--- config.mk ---
export PLATFORM = sky130hd
export DESIGN_NAME = peripheral_spram_wb_arbiter
export DESIGN_NICKNAME = d
export VERILOG_FILES = /design/src/rtl/peripheral_spram_wb_arbiter_pkg.sv /design/src/rtl/peripheral_spram_rr_arbiter.sv /design/src/rtl/peripheral_spram_wb_arbiter.sv
export SDC_FILE = /design/constraint.sdc
export NUM_CORES = 1
export LEC_CHECK = 0
export CAP_MARGIN = 40
export CORE_AREA = 3 3 131 133
export CTS_CLUSTER_SIZE = 40
export DETAILED_ROUTE_END_ITERATION = 6
export DIE_AREA = 0 0 134 136
export PLACE_DENSITY = 0.67
export SYNTH_ARGS = -nofsm -noshare
export SYNTH_HDL_FRONTEND = slang
export SYNTH_SLANG_ARGS = --single-unit
--- constraint.sdc ---
create_clock -name wb_clk_i -period 4.5 [get_ports wb_clk_i]
set_input_delay 0.675 -clock wb_clk_i [delete_from_list [all_inputs] [get_ports wb_clk_i]]
set_output_delay 0.675 -clock wb_clk_i [all_outputs]
set_load 0.005 [all_outputs]
--- src/rtl/peripheral_spram_wb_arbiter_pkg.sv ---
// Shared types, cycle-type codes and the round-robin pick function for the
// SPRAM Wishbone arbiter.
package peripheral_spram_wb_arbiter_pkg;

  typedef enum logic {IDLE, BUSY} arb_state_t;

  localparam logic [2:0] CTI_CLASSIC = 3'b000;
  localparam logic [2:0] CTI_CONST   = 3'b001;
  localparam logic [2:0] CTI_INCR    = 3'b010;
  localparam logic [2:0] CTI_EOB     = 3'b111;

  // Widest supported arbiter; the pick function works on this width and the
  // caller passes the real master count in n.
  localparam int MAX_MASTERS = 8;
  localparam int PTR_W       = 3;

  // One-hot grant for the first requester at or after ptr, wrapping at n.
  function automatic logic [MAX_MASTERS-1:0] rr_pick(
    input logic [MAX_MASTERS-1:0] req,
    input logic [PTR_W-1:0]       ptr,
    input int                     n
  );
    logic [MAX_MASTERS-1:0] onehot;
    logic                   found;
    logic [PTR_W-1:0]       idx;
    int                     cand;
    onehot = '0;
    found  = 1'b0;
    for (int k = 0; k < MAX_MASTERS; k++) begin
      if (k < n) begin
        cand = int'(ptr) + k;
        if (cand >= n) cand = cand - n;
        idx = PTR_W'(cand);
        if (!found && req[idx]) begin
          onehot[idx] = 1'b1;
          found       = 1'b1;
        end
      end
    end
    return onehot;
  endfunction

endpackage

--- src/rtl/peripheral_spram_rr_arbiter.sv ---
// Combinational round-robin picker: request vector plus priority pointer in,
// one-hot grant and its index out.
module peripheral_spram_rr_arbiter
  import peripheral_spram_wb_arbiter_pkg::*;
#(
  parameter int NUM_MASTERS = 4,
  parameter int PW          = 2
) (
  input  logic [NUM_MASTERS-1:0] req_i,
  input  logic [PW-1:0]          ptr_i,
  output logic [NUM_MASTERS-1:0] grant_o,
  output logic [PW-1:0]          idx_o
);

  logic [MAX_MASTERS-1:0] req_ext;
  logic [MAX_MASTERS-1:0] pick;

  // Widen the request, pick the winner and encode its index.
  always_comb begin
    req_ext                  = '0;
    req_ext[NUM_MASTERS-1:0] = req_i;
    pick                     = rr_pick(req_ext, PTR_W'(ptr_i), NUM_MASTERS);
    idx_o                    = '0;
    for (int i = 0; i < MAX_MASTERS; i++) begin
      if (pick[i]) idx_o = PW'(i);
    end
    grant_o = pick[NUM_MASTERS-1:0];
  end

endmodule

--- src/rtl/peripheral_spram_wb_arbiter.sv ---
// N-master Wishbone arbiter in front of one SPRAM slave port. Round-robin
// grant held for the whole cycle, with a per-transfer stall watchdog.
module peripheral_spram_wb_arbiter
  import peripheral_spram_wb_arbiter_pkg::*;
#(
  parameter int NUM_MASTERS = 4,
  parameter int AW          = 8,
  parameter int DW          = 32,
  parameter int TIMEOUT     = 64
) (
  input  logic                      wb_clk_i,
  input  logic                      wb_rst_i,
  input  logic [NUM_MASTERS*AW-1:0] m_adr_i,
  input  logic [NUM_MASTERS*DW-1:0] m_dat_i,
  input  logic [NUM_MASTERS*4-1:0]  m_sel_i,
  input  logic [NUM_MASTERS-1:0]    m_we_i,
  input  logic [NUM_MASTERS*2-1:0]  m_bte_i,
  input  logic [NUM_MASTERS*3-1:0]  m_cti_i,
  input  logic [NUM_MASTERS-1:0]    m_cyc_i,
  input  logic [NUM_MASTERS-1:0]    m_stb_i,
  output logic [NUM_MASTERS-1:0]    m_ack_o,
  output logic [NUM_MASTERS-1:0]    m_err_o,
  output logic [DW-1:0]             m_dat_o,
  output logic [AW-1:0]             s_adr_o,
  output logic [DW-1:0]             s_dat_o,
  output logic [3:0]                s_sel_o,
  output logic                      s_we_o,
  output logic [1:0]                s_bte_o,
  output logic [2:0]                s_cti_o,
  output logic                      s_cyc_o,
  output logic                      s_stb_o,
  input  logic                      s_ack_i,
  input  logic                      s_err_i,
  input  logic [DW-1:0]             s_dat_i,
  output logic [NUM_MASTERS-1:0]    grant_o
);

  localparam int PW  = $clog2(NUM_MASTERS);
  localparam int WDW = (TIMEOUT > 0) ? $clog2(TIMEOUT + 1) : 1;
  localparam logic [WDW-1:0] WDOG_LAST = (TIMEOUT > 0) ? WDW'(TIMEOUT - 1) : '0;
  localparam logic [PW-1:0]  LAST_IDX  = PW'(NUM_MASTERS - 1);

  arb_state_t             state_q, state_d;
  logic [NUM_MASTERS-1:0] grant_q, grant_d;
  logic [PW-1:0]          gidx_q, gidx_d;
  logic [PW-1:0]          ptr_q, ptr_d;
  logic [WDW-1:0]         wdog_q, wdog_d;

  logic [NUM_MASTERS-1:0] pick_grant;
  logic [PW-1:0]          pick_idx;
  logic                   stb_raw;
  logic                   wdog_fire;

  peripheral_spram_rr_arbiter #(
    .NUM_MASTERS (NUM_MASTERS),
    .PW          (PW)
  ) u_rr (
    .req_i   (m_cyc_i),
    .ptr_i   (ptr_q),
    .grant_o (pick_grant),
    .idx_o   (pick_idx)
  );

  // Route the granted master onto the slave port; all zero while nobody holds the bus.
  always_comb begin
    s_adr_o = '0;
    s_dat_o = '0;
    s_sel_o = '0;
    s_we_o  = 1'b0;
    s_bte_o = '0;
    s_cti_o = '0;
    s_cyc_o = 1'b0;
    stb_raw = 1'b0;
    for (int i = 0; i < NUM_MASTERS; i++) begin
      if (grant_q[i]) begin
        s_adr_o = m_adr_i[i*AW +: AW];
        s_dat_o = m_dat_i[i*DW +: DW];
        s_sel_o = m_sel_i[i*4 +: 4];
        s_we_o  = m_we_i[i];
        s_bte_o = m_bte_i[i*2 +: 2];
        s_cti_o = m_cti_i[i*3 +: 3];
        s_cyc_o = m_cyc_i[i];
        stb_raw = m_cyc_i[i] & m_stb_i[i];
      end
    end
  end

  // A real ack or err in the final watchdog cycle takes precedence over the timeout.
  assign wdog_fire = (TIMEOUT > 0) && stb_raw && !s_ack_i && !s_err_i && (wdog_q == WDOG_LAST);
  assign s_stb_o   = stb_raw & ~wdog_fire;
  assign m_ack_o   = grant_q & {NUM_MASTERS{s_ack_i}};
  assign m_err_o   = grant_q & {NUM_MASTERS{s_err_i | wdog_fire}};
  assign m_dat_o   = s_dat_i;
  assign grant_o   = grant_q;

  // Count stalled strobe cycles; any response, idle strobe or timeout restarts the count.
  always_comb begin
    wdog_d = wdog_q + WDW'(1);
    if (!stb_raw || s_ack_i || s_err_i || wdog_fire) wdog_d = '0;
  end

  // Grant on any request from IDLE, release when the granted master drops cyc.
  always_comb begin
    state_d = state_q;
    grant_d = grant_q;
    gidx_d  = gidx_q;
    ptr_d   = ptr_q;
    unique case (state_q)
      IDLE: begin
        if (|m_cyc_i) begin
          grant_d = pick_grant;
          gidx_d  = pick_idx;
          state_d = BUSY;
        end
      end
      BUSY: begin
        if (!m_cyc_i[gidx_q]) begin
          state_d = IDLE;
          grant_d = '0;
          ptr_d   = (gidx_q == LAST_IDX) ? '0 : gidx_q + PW'(1);
        end
      end
      default: state_d = IDLE;
    endcase
  end

  // State, grant, pointer and watchdog registers with synchronous reset.
  always_ff @(posedge wb_clk_i) begin
    if (wb_rst_i) begin
      state_q <= IDLE;
      grant_q <= '0;
      gidx_q  <= '0;
      ptr_q   <= '0;
      wdog_q  <= '0;
    end else begin
      state_q <= state_d;
      grant_q <= grant_d;
      gidx_q  <= gidx_d;
      ptr_q   <= ptr_d;
      wdog_q  <= wdog_d;
    end
  end

endmodule

# After elaboration in Yosys (flattened, before gate mapping)
# Cells that the tools add are included.
totals:
  input_bits: 244
  elab_cells: 144
  output_inout_bits: 96
  ff_bits: 16
classes:
  eq_ne: 4
  mux: 75
  addsub: 9
  magnitude_cmp: 13
  n_bitwise: 14
  reduce_logical: 24
op_table:
  columns: ["cell", "n"]
  rows:
  - ["$mux 32", 4]
  - ["$ge 32x4->1 const B", 3]
  - ["$mux 8", 8]
  - ["$mux 1", 27]
  - ["$mux 3", 8]
  - ["$mux 4", 6]
  - ["$or 8x8->8", 3]
  - ["$mux 2", 11]
  - ["$lt 3x4->1 const B", 4]
  - ["$bmux 1 s3", 4]
  - ["$demux 1 s3", 4]
  - ["$ge 3x1->1 const B", 4]
  - ["$logic_and 1x1->1", 10]
  - ["$sub 3x3->3 const B", 3]
  - ["$and 4x4->4", 2]
  - ["$pmux 4 s2", 1]
  - ["$add 7x1->7 const B", 1]
  - ["$eq 7x6->1 const B", 1]
  - ["$add 2x2->3 const B", 2]
  - ["$logic_not 1->1", 6]
  - ["$reduce_and 2->1", 3]
  - ["$and 1x1->1", 5]
  - ["$ne 2x2->1 const B", 2]
  - ["$reduce_or 4->1", 1]
  - ["other kinds (12)", 16]

# Logic depth before layout (Yosys ltp)
# Gate-level depths: netlist of run 1.
depth:
  ltp_word: 21
  ltp_mapped: 9
  mapped_depth_nobuf: 8

# Hierarchy
# From an unflattened synthesis of run 1, not the netlist that was laid out.
hier_totals:
  hier_cells: 413
  area_unflattened_um2: 2977.9
by_module_without_submodules:
  columns: ["module", "seq_area_each_um2", "n_inst", "cells_each", "area_per_inst_um2"]
  rows:
  - ["peripheral_spram_wb_arbiter", 320.3, 1, 361, 2534.9]
  - ["peripheral_spram_rr_arbiter", 0.0, 1, 52, 442.9]

# Worst setup path before layout of run 1
# OpenSTA, ideal clock, no wires.
synth_path:
  path_type: "reg-to-reg"
  startpoint: "register ptr_q[0]"
  endpoint: "register gidx_q[0]"
  setup_slack_ps: 2089
  synth_period_minus_slack_ps: 2411
  arrival_ps: 2282
  n_path_buf: 1
  path_stages_with_launch: 10
  setup_time_ps: 129
  required_ps: 4371
  cell_sequence: "dfxtp_1 > buf_6 > inv_1 > ha_1 > mux4_2 > a21oi_4 > and4_1 > a311oi_2 > a211oi_2 > nor3_2"
synth_between:
  elab_chain_cells: 21
  elab_cells_between_ends: 66
  classes_between: "add/sub (7); order compare (12); mux (34); bitwise (3); reduce/logical (10)"
synth_lines:
  columns: ["item", "line_no", "source"]
  rows:
  - ["start, declared", "peripheral_spram_wb_arbiter.sv:46", "logic [PW-1:0] ptr_q, ptr_d;"]
  - ["start signal, assigned", "peripheral_spram_wb_arbiter.sv:139", "ptr_q <= ptr_d;"]
  - ["parallel branches: the longest is 13 deep, another holds $ge 32x4->1", null, null]
  - ["$mux 8 *", "peripheral_spram_wb_arbiter_pkg.sv:34", "if (!found && req[idx]) begin"]
  - ["$mux 1", "peripheral_spram_rr_arbiter.sv:25", "if (pick[i]) idx_o = PW'(i);"]
  - ["$mux 2 (5 in a row)", "peripheral_spram_rr_arbiter.sv:25", null]
  - ["$mux 2 *", "peripheral_spram_rr_arbiter.sv:25", null]
  - ["end signal, assigned", "peripheral_spram_wb_arbiter.sv:138", "gidx_q <= gidx_d;"]
  - ["end, declared", "peripheral_spram_wb_arbiter.sv:45", "logic [PW-1:0] gidx_q, gidx_d;"]
# Every way passes the cells marked *. The select of a mux whose other input is x is not followed.
# A chain may end at the register's enable or synchronous reset.

# Worst setup path in the final report of run 1
layout_path:
  startpoint: "input port m_cyc_i[1]"
  endpoint: "output port m_err_o[3]"
layout_between:
  elab_chain_cells: 9
layout_lines:
  columns: ["item", "line_no", "source"]
  rows:
  - ["start, declared", "peripheral_spram_wb_arbiter.sv:19", "input logic [NUM_MASTERS-1:0] m_cyc_i,"]
  - ["$and 1x1->1", "peripheral_spram_wb_arbiter.sv:83", "stb_raw = m_cyc_i[i] & m_stb_i[i];"]
  - ["$mux 1 (3 in a row)", "peripheral_spram_wb_arbiter.sv:75", "if (grant_q[i]) begin"]
  - ["$logic_and 1x1->1 (3 in a row)", "peripheral_spram_wb_arbiter.sv:89", "assign wdog_fire = (TIMEOUT > 0) && stb_raw && !s_ack_i && !s_err_i && (wdog_q == WDOG_LAST);"]
  - ["$or 1x1->1", "peripheral_spram_wb_arbiter.sv:92", "assign m_err_o = grant_q & {NUM_MASTERS{s_err_i | wdog_fire}};"]
  - ["$and 4x4->4", "peripheral_spram_wb_arbiter.sv:92", null]
  - ["end, declared", "peripheral_spram_wb_arbiter.sv:22", "output logic [NUM_MASTERS-1:0] m_err_o,"]
# No other way between the ends.

==> summary.md, run 1 <==
| Metric | Value |
|---|---|
| Status | `completed` |
| Layout cells sized above 1 | `3.73%` |
| CTS tree | `yes` |
| Die height | `136 um` |
| Slew @ Worst Pin | `736 ps` |
| Num Clock Sinks | `16` |
| Setup Buffers After CTS | `0` |
| Sequential element share of the synthesized area | `11.3%` |
| Hold Path Class | `flip-flop to flip-flop` |
| Die ar. | `18200 sq um` |
| Hold path cells | `1` |
| Tmin final | `3760 ps` |
| Combinational group share of total power | `70.4%` |
| Setup_tns | `0 ps` |
| Max-cap viol count | `0` |
| Pre-Repair DR Iteration Count | `7` |
| Synthesized cell area | `2830 sq um` |
| Int Power | `0.807 mW` |
| Register Area | `329 sq um` |
| Crit share post-route | `83.6%` |
| GPL Wtd Cong | `0.783` |
| DRC marker count from the first detailed-route iteration | `141` |
| Final wirelength | `14700 um` |
| Post-synthesis cell type count | `47` |
| EDFF count, synth | `0` |
| # DRC | `0` |
| CP required | `3830 ps` |
| Hold-fix buffers, CTS | `0` |
| Critical path class | `input pin to output pin` |
| Path depth of the worst reg2reg path | `8` |
| Ys Warns | `0` |
| GRT overflow | `0` |
| Final Skew | `4.28 ps` |
| Antenna violation net count after detailed routing | `0` |
| Startpoint Class | `input pin` |
| P per Cell Area | `230 nW/um^2` |
| Initial Utilization | `17.8%` |
| GRT Total Usage | `14.5%` |
| Final Hold Viols | `0` |
| Core area | `15900 sq um` |
| VDD IR max | `0.143 mV` |
| Clock Power Share | `13.0%` |
| Hpwl dp | `11900 um` |
| H-tree depth | `1` |
| Post-CTS sizing | `0` |
| Max clock buf depth | `2` |
| Clock transition at path regs | `40 ps` |
| Critical Path End Type | `output pin` |
| Final-report max-slew violation count | `0` |
| Synth Register Bits | `16` |
| Nets | `926` |
| RSZ-0062 raised after global routing | `false` |
| Pleak | `2.00 nW` |
| Total chip power | `1.29 mW` |
| CP max FO | `8` |
| CTS root buffer | `clkbuf_16` |
| Ys async rst share | `0%` |
| Average wire per standard cell | `16.6 um` |
| Antenna Cells | `0` |
| Area growth, synth to finish | `97.3%` |
| Headroom to the max-slew limit | `50.9%` |
| IO Pins | `340` |
| Area of the multi-input gates | `2100 sq um` |
| Initial antenna violation count | `0` |
| First-pass GRT wire length | `21400 um` |
| Cells after synthesis | `461` |
| Die X | `134 um` |
| FP Rows | `46` |
| Sw power | `0.481 mW` |
| Vias in the first global route | `3743` |
| Fill cells | `1704` |
| Port Buf Inserts | `275` |
| Achievable clock frequency | `0.266 GHz` |
| Final setup vio count | `0` |
| Net Count, Synth | `715` |
| Worst Path Arrival | `3090 ps` |
| CTS Buf Count | `3` |
| Switching portion of total power | `37.4%` |
| Reg power frac | `16.6%` |
| Vias after detailed routing | `4035` |
| Clock Latency Late Sink | `240 ps` |
| Vias per inst | `4.55` |
| Top FF cell, synth | `dfxtp_1` |
| Syn avg cell area | `6.15 sq um` |
| Largest net degree at the start of global routing | `70` |
[worst max-delay path, cell delays in order]
cell and delay, ps:
clkdlybuf4s50_1 610, nand3_1 110, a21oi_1 180, a31oi_1 60, o21a_1 260, o41ai_1 490
and2_1 190, clkdlybuf4s50_1 500
[kinds of logic after synthesis]
logic type	after synthesis	share of synthesized area [%]
AOI/OAI and AO/OA	179	38.4
adders and majority gates	10	4.42
xor gates and xnor gates	4	1.24
buffers and inverters	78	14.9
DFF	16	11.3
muxes	8	4.46
and+or+nand+nor	166	25.3
[final timing paths]
| check | slack (ps) | endpoint | from |
|---|---|---|---|
| min | 440 | wdog_q[0]$_SDFF_PP0_ | wdog_q[0]$_SDFF_PP0_ |
| max reg2reg | 1720 | gidx_q[0]$_SDFFE_PP0P_ | ptr_q[0]$_SDFFE_PP0P_ |
| max | 740 | m_err_o[3] | m_cyc_i[1] |
| min reg2reg | 440 | wdog_q[0]$_SDFF_PP0_ | wdog_q[0]$_SDFF_PP0_ |
[placed cells by master, fill, tap and decap left out, drive strengths merged, types with 2 or more instances in the layout]
cell type,n
clkdlybuf4s50,275
nor2,68
a21oi,61
nand2,60
o21ai,54
a22oi,51
dfxtp,16
nand3,14
ha,10
and2,8
inv,5
mux2,4
clkbuf,4
buf,4
mux4,3
xnor2,3
o21a,2
and3,2
nand2b,2
a22o,2
nand4,2
nor2b,2
a311oi,2
a211oi,2
nor3,2
[per-stage QoR]
step	utilization [%]	area, sq um	hold WS (ps)	setup WS (ps)	cells
final	35.1	5590	435	739	887
after global routing	35.1	5590	483	558	887
after CTS	35.1	5590	436	713	887
after detailed placement	34.6	5510	429	718	883
after global placement	34.6	5510	429	710	883
after floorplan	-	2830	413	2090	461
[cell usage after synthesis, types with 5 or more instances]
library cell  number  area share (%)
and2_1             8             1.8
dfxtp_1           16              11
inv_1              5            0.66
ha_1              10             4.4
buf_4             32             8.5
a22oi_1           51              14
clkbuf_1          35             4.6
nand2_1           60             7.9
nand3_1           13             2.3
o21ai_0           53             9.4
a21oi_1           60              11
nor2_1            68             9.0
[power by group through the flow]
stage	Sequential (mW)	Clock [mW]	Combinational (mW)
after floorplan	0.169	0	0.419
after global placement	0.218	0	0.907
after detailed placement	0.218	0	0.910
after CTS	0.215	0.171	0.917
after global routing	0.220	0.176	0.993
final	0.213	0.168	0.907
[layer usage]
| layer | share of wire, % | track usage (%) | wire [um] | up-vias |
|---|---|---|---|---|
| li1 | - | - | - | 2021 |
| met1 | 43 | 19.0 | 6280 | 1838 |
| met2 | 48 | 24.6 | 7020 | 174 |
| met3 | 9.2 | 4.15 | 1350 | 2 |
| met4 | 0.23 | 1.14 | 34 | 0 |
| met5 | 0 | 0 | 0 | - |
[registers in the layout, indices dropped and copies added (netlist names)]
signal / cells
grant_o: 4
gidx_q: 2
state_q: 1
ptr_q: 2
wdog_q: 7
[area by class of cell]
class                           instances  share of cell area (%)
Clock buffer                            4                    1.41
Timing Repair Buffer                  279                    50.0
Tap cell                              216                    4.83
Sequential cell                        16                    5.88
Inverter                                5                   0.336
Multi-Input combinational cell        367                    37.5
Note: power is estimated with default switching activity, not from simulation.
==> inputs of run 2 (changes only) <==
- clock period: 4.5 -> 3.6 ns (I/O delays scaled with it)
==> run 2 against run 1 <==
- non-clock buffer count grew 6
- clock power grew 28%
- clock skew is essentially flat
- first-iteration DRC count grew 44%
- sequential power grew 9.9%
- sequential share of layout area is essentially flat
- critical path depth is the same
- total power grew 26%
- die area is the same
- sequential cell count is the same
- critical path type unchanged
- largest power group unchanged
- highest routed layer unchanged
==> summary.md, run 2 (synthesis results as in run 1) <==
| Metric | Value |
|---|---|
| P per Cell Area | `287 nW/um^2` |
| Hold path cells | `1` |
| Reg2Reg Setup Slack | `950 ps` |
| GRT overflow | `0` |
| Commonest non-fill, non-tap cell in the layout | `clkdlybuf4s50_1` |
| Final Hold Viols | `0` |
| First-pass GRT wire length | `21000 um` |
| Register Area | `329 sq um` |
| Core area | `15900 sq um` |
| # DRC | `0` |
| Reg2reg end | `gidx_q[0]$_SDFFE_PP0P_` |
| Layout cells sized above 1 | `4.73%` |
| Num Clock Sinks | `16` |
| Fill cells | `1700` |
| CP max FO | `4` |
| Worst Path Arrival | `2740 ps` |
| Hold-fix buffers, CTS | `0` |
| Nets | `932` |
| Hold Startpoint | `wdog_q[0]$_SDFF_PP0_` |
| Total chip power | `1.62 mW` |
| Achievable clock frequency | `0.305 GHz` |
| Critical Path End Type | `output pin` |
| Hold Crit Endpoint | `wdog_q[0]$_SDFF_PP0_` |
| Initial Utilization | `17.8%` |
| Pleak | `2.03 nW` |
| Antenna violation net count after detailed routing | `0` |
| Clock Latency Late Sink | `240 ps` |
| Final Skew | `4.27 ps` |
| Pre-Repair DR Iteration Count | `5` |
| Die height | `136 um` |
| Antenna Cells | `0` |
| CP required | `3060 ps` |
| IO Pins | `340` |
| Final wirelength | `14700 um` |
| Slew @ Worst Pin | `593 ps` |
| Reg-to-Reg Start | `ptr_q[1]$_SDFFE_PP0P_` |
| Most flop-heavy register | `wdog_q` |
| Area of the multi-input gates | `2110 sq um` |
| CTS root buffer | `clkbuf_16` |
| DRC marker count from the first detailed-route iteration | `203` |
| Max-cap viol count | `0` |
| Max FFs per register | `7` |
| Startpoint Class | `input pin` |
| Most frequent cells in the layout | `clkdlybuf4s50_1, nor2_1, a21oi_1, nand2_1, o21ai_0` |
| Average wire per standard cell | `16.5 um` |
| CTS Buf Count | `3` |
| Die X | `134 um` |
| Path depth of the worst reg2reg path | `8` |
| Max clock buf depth | `2` |
| Headroom to the max-slew limit | `60.5%` |
| Final setup vio count | `0` |
| Final-report max-slew violation count | `0` |
| Core Util, Final | `35.3%` |
| H-tree depth | `1` |
| FP Rows | `46` |
| CTS tree | `yes` |
| Largest net degree at the start of global routing | `71` |
| Vias per inst | `4.47` |
| Status | `completed` |
| Crit share post-route | `91.1%` |
| Tmin final | `3280 ps` |
| Die ar. | `18200 sq um` |
| Port Buf Inserts | `275` |
| GRT Total Usage | `14.2%` |
| Setup_tns | `0 ps` |
| RSZ-0062 raised after global routing | `false` |
| Hpwl dp | `12000 um` |
| VDD IR max | `0.153 mV` |
| Vias in the first global route | `3707` |
| Area growth, synth to finish | `98.7%` |
| Initial antenna violation count | `0` |
| Vias after detailed routing | `3995` |
| Hold Worst Slack | `447 ps` |
| Hold Path Class | `flip-flop to flip-flop` |
| GPL Wtd Cong | `0.770` |
| Clock transition at path regs | `50 ps` |
| Critical path class | `input pin to output pin` |
[run 2: where the power goes]
| group | leakage (nW) | internal, mW | total [mW] | switching, mW |
|---|---|---|---|---|
| combinational | 1.86 | 0.669 | 1.17 | 0.499 |
| sequential | 0.132 | 0.194 | 0.234 | 0.0402 |
| clock | 0.0382 | 0.150 | 0.215 | 0.0653 |
| total | 2.03 | 1.01 | 1.62 | 0.604 |
[run 2: critical path, stage by stage]
cell and delay (ps):
clkdlybuf4s50_1 510, nand4b_1 110, a21oi_1 150, a31oi_1 50, o21a_1 260, o41ai_2 430
and2_1 190, clkdlybuf4s50_1 510
[run 2: what timing repair did]
action / in CTS / in global routing
gates resized for setup: 0 / 1
endpoints found under the setup margin: 0 / 4
setup buffers: 0 / 0
[run 2: routing by layer]
metal | vias up | global-route usage (%) | share of wire [%]
li1 | 2038 | - | -
met1 | 1774 | 18.6 | 44
met2 | 177 | 24.1 | 47
met3 | 6 | 3.77 | 8.4
met4 | 0 | 1.54 | 0.44
met5 | - | 0 | 0
[run 2: final cells by class]
| type | instances | share of cell area, % |
|---|---|---|
| Timing Repair Buffer | 285 | 50.2 |
| Multi-Input combinational cell | 367 | 37.4 |
| Sequential cell | 16 | 5.84 |
| Tap cell | 216 | 4.80 |
| Clock buffer | 4 | 1.40 |
| Inverter | 5 | 0.333 |
[run 2: how the worst max path moves through the flow]
stage | start | to | slack [ps] | cells past startpoint
4_1_cts | m_stb_i[0] | m_err_o[3] | 140 | 8
3_5_place_dp | m_stb_i[0] | m_err_o[3] | 170 | 8
2_1_floorplan | ptr_q[0]$_SDFFE_PP0P_ | gidx_q[0]$_SDFFE_PP0P_ | 1190 | 9
6_report | m_stb_i[0] | m_err_o[3] | 320 | 8
3_3_place_gp | m_stb_i[0] | m_err_o[1] | 170 | 8
5_1_grt | m_stb_i[0] | m_err_o[3] | 160 | 8
[run 2: metrics by stage]
stage	setup slack, ps	area [sq um]	cells
global placement	173	5550	889
finish	319	5630	893
floorplan	1190	2830	461
CTS	144	5620	893
global route	157	5630	893
detailed placement	165	5550	889
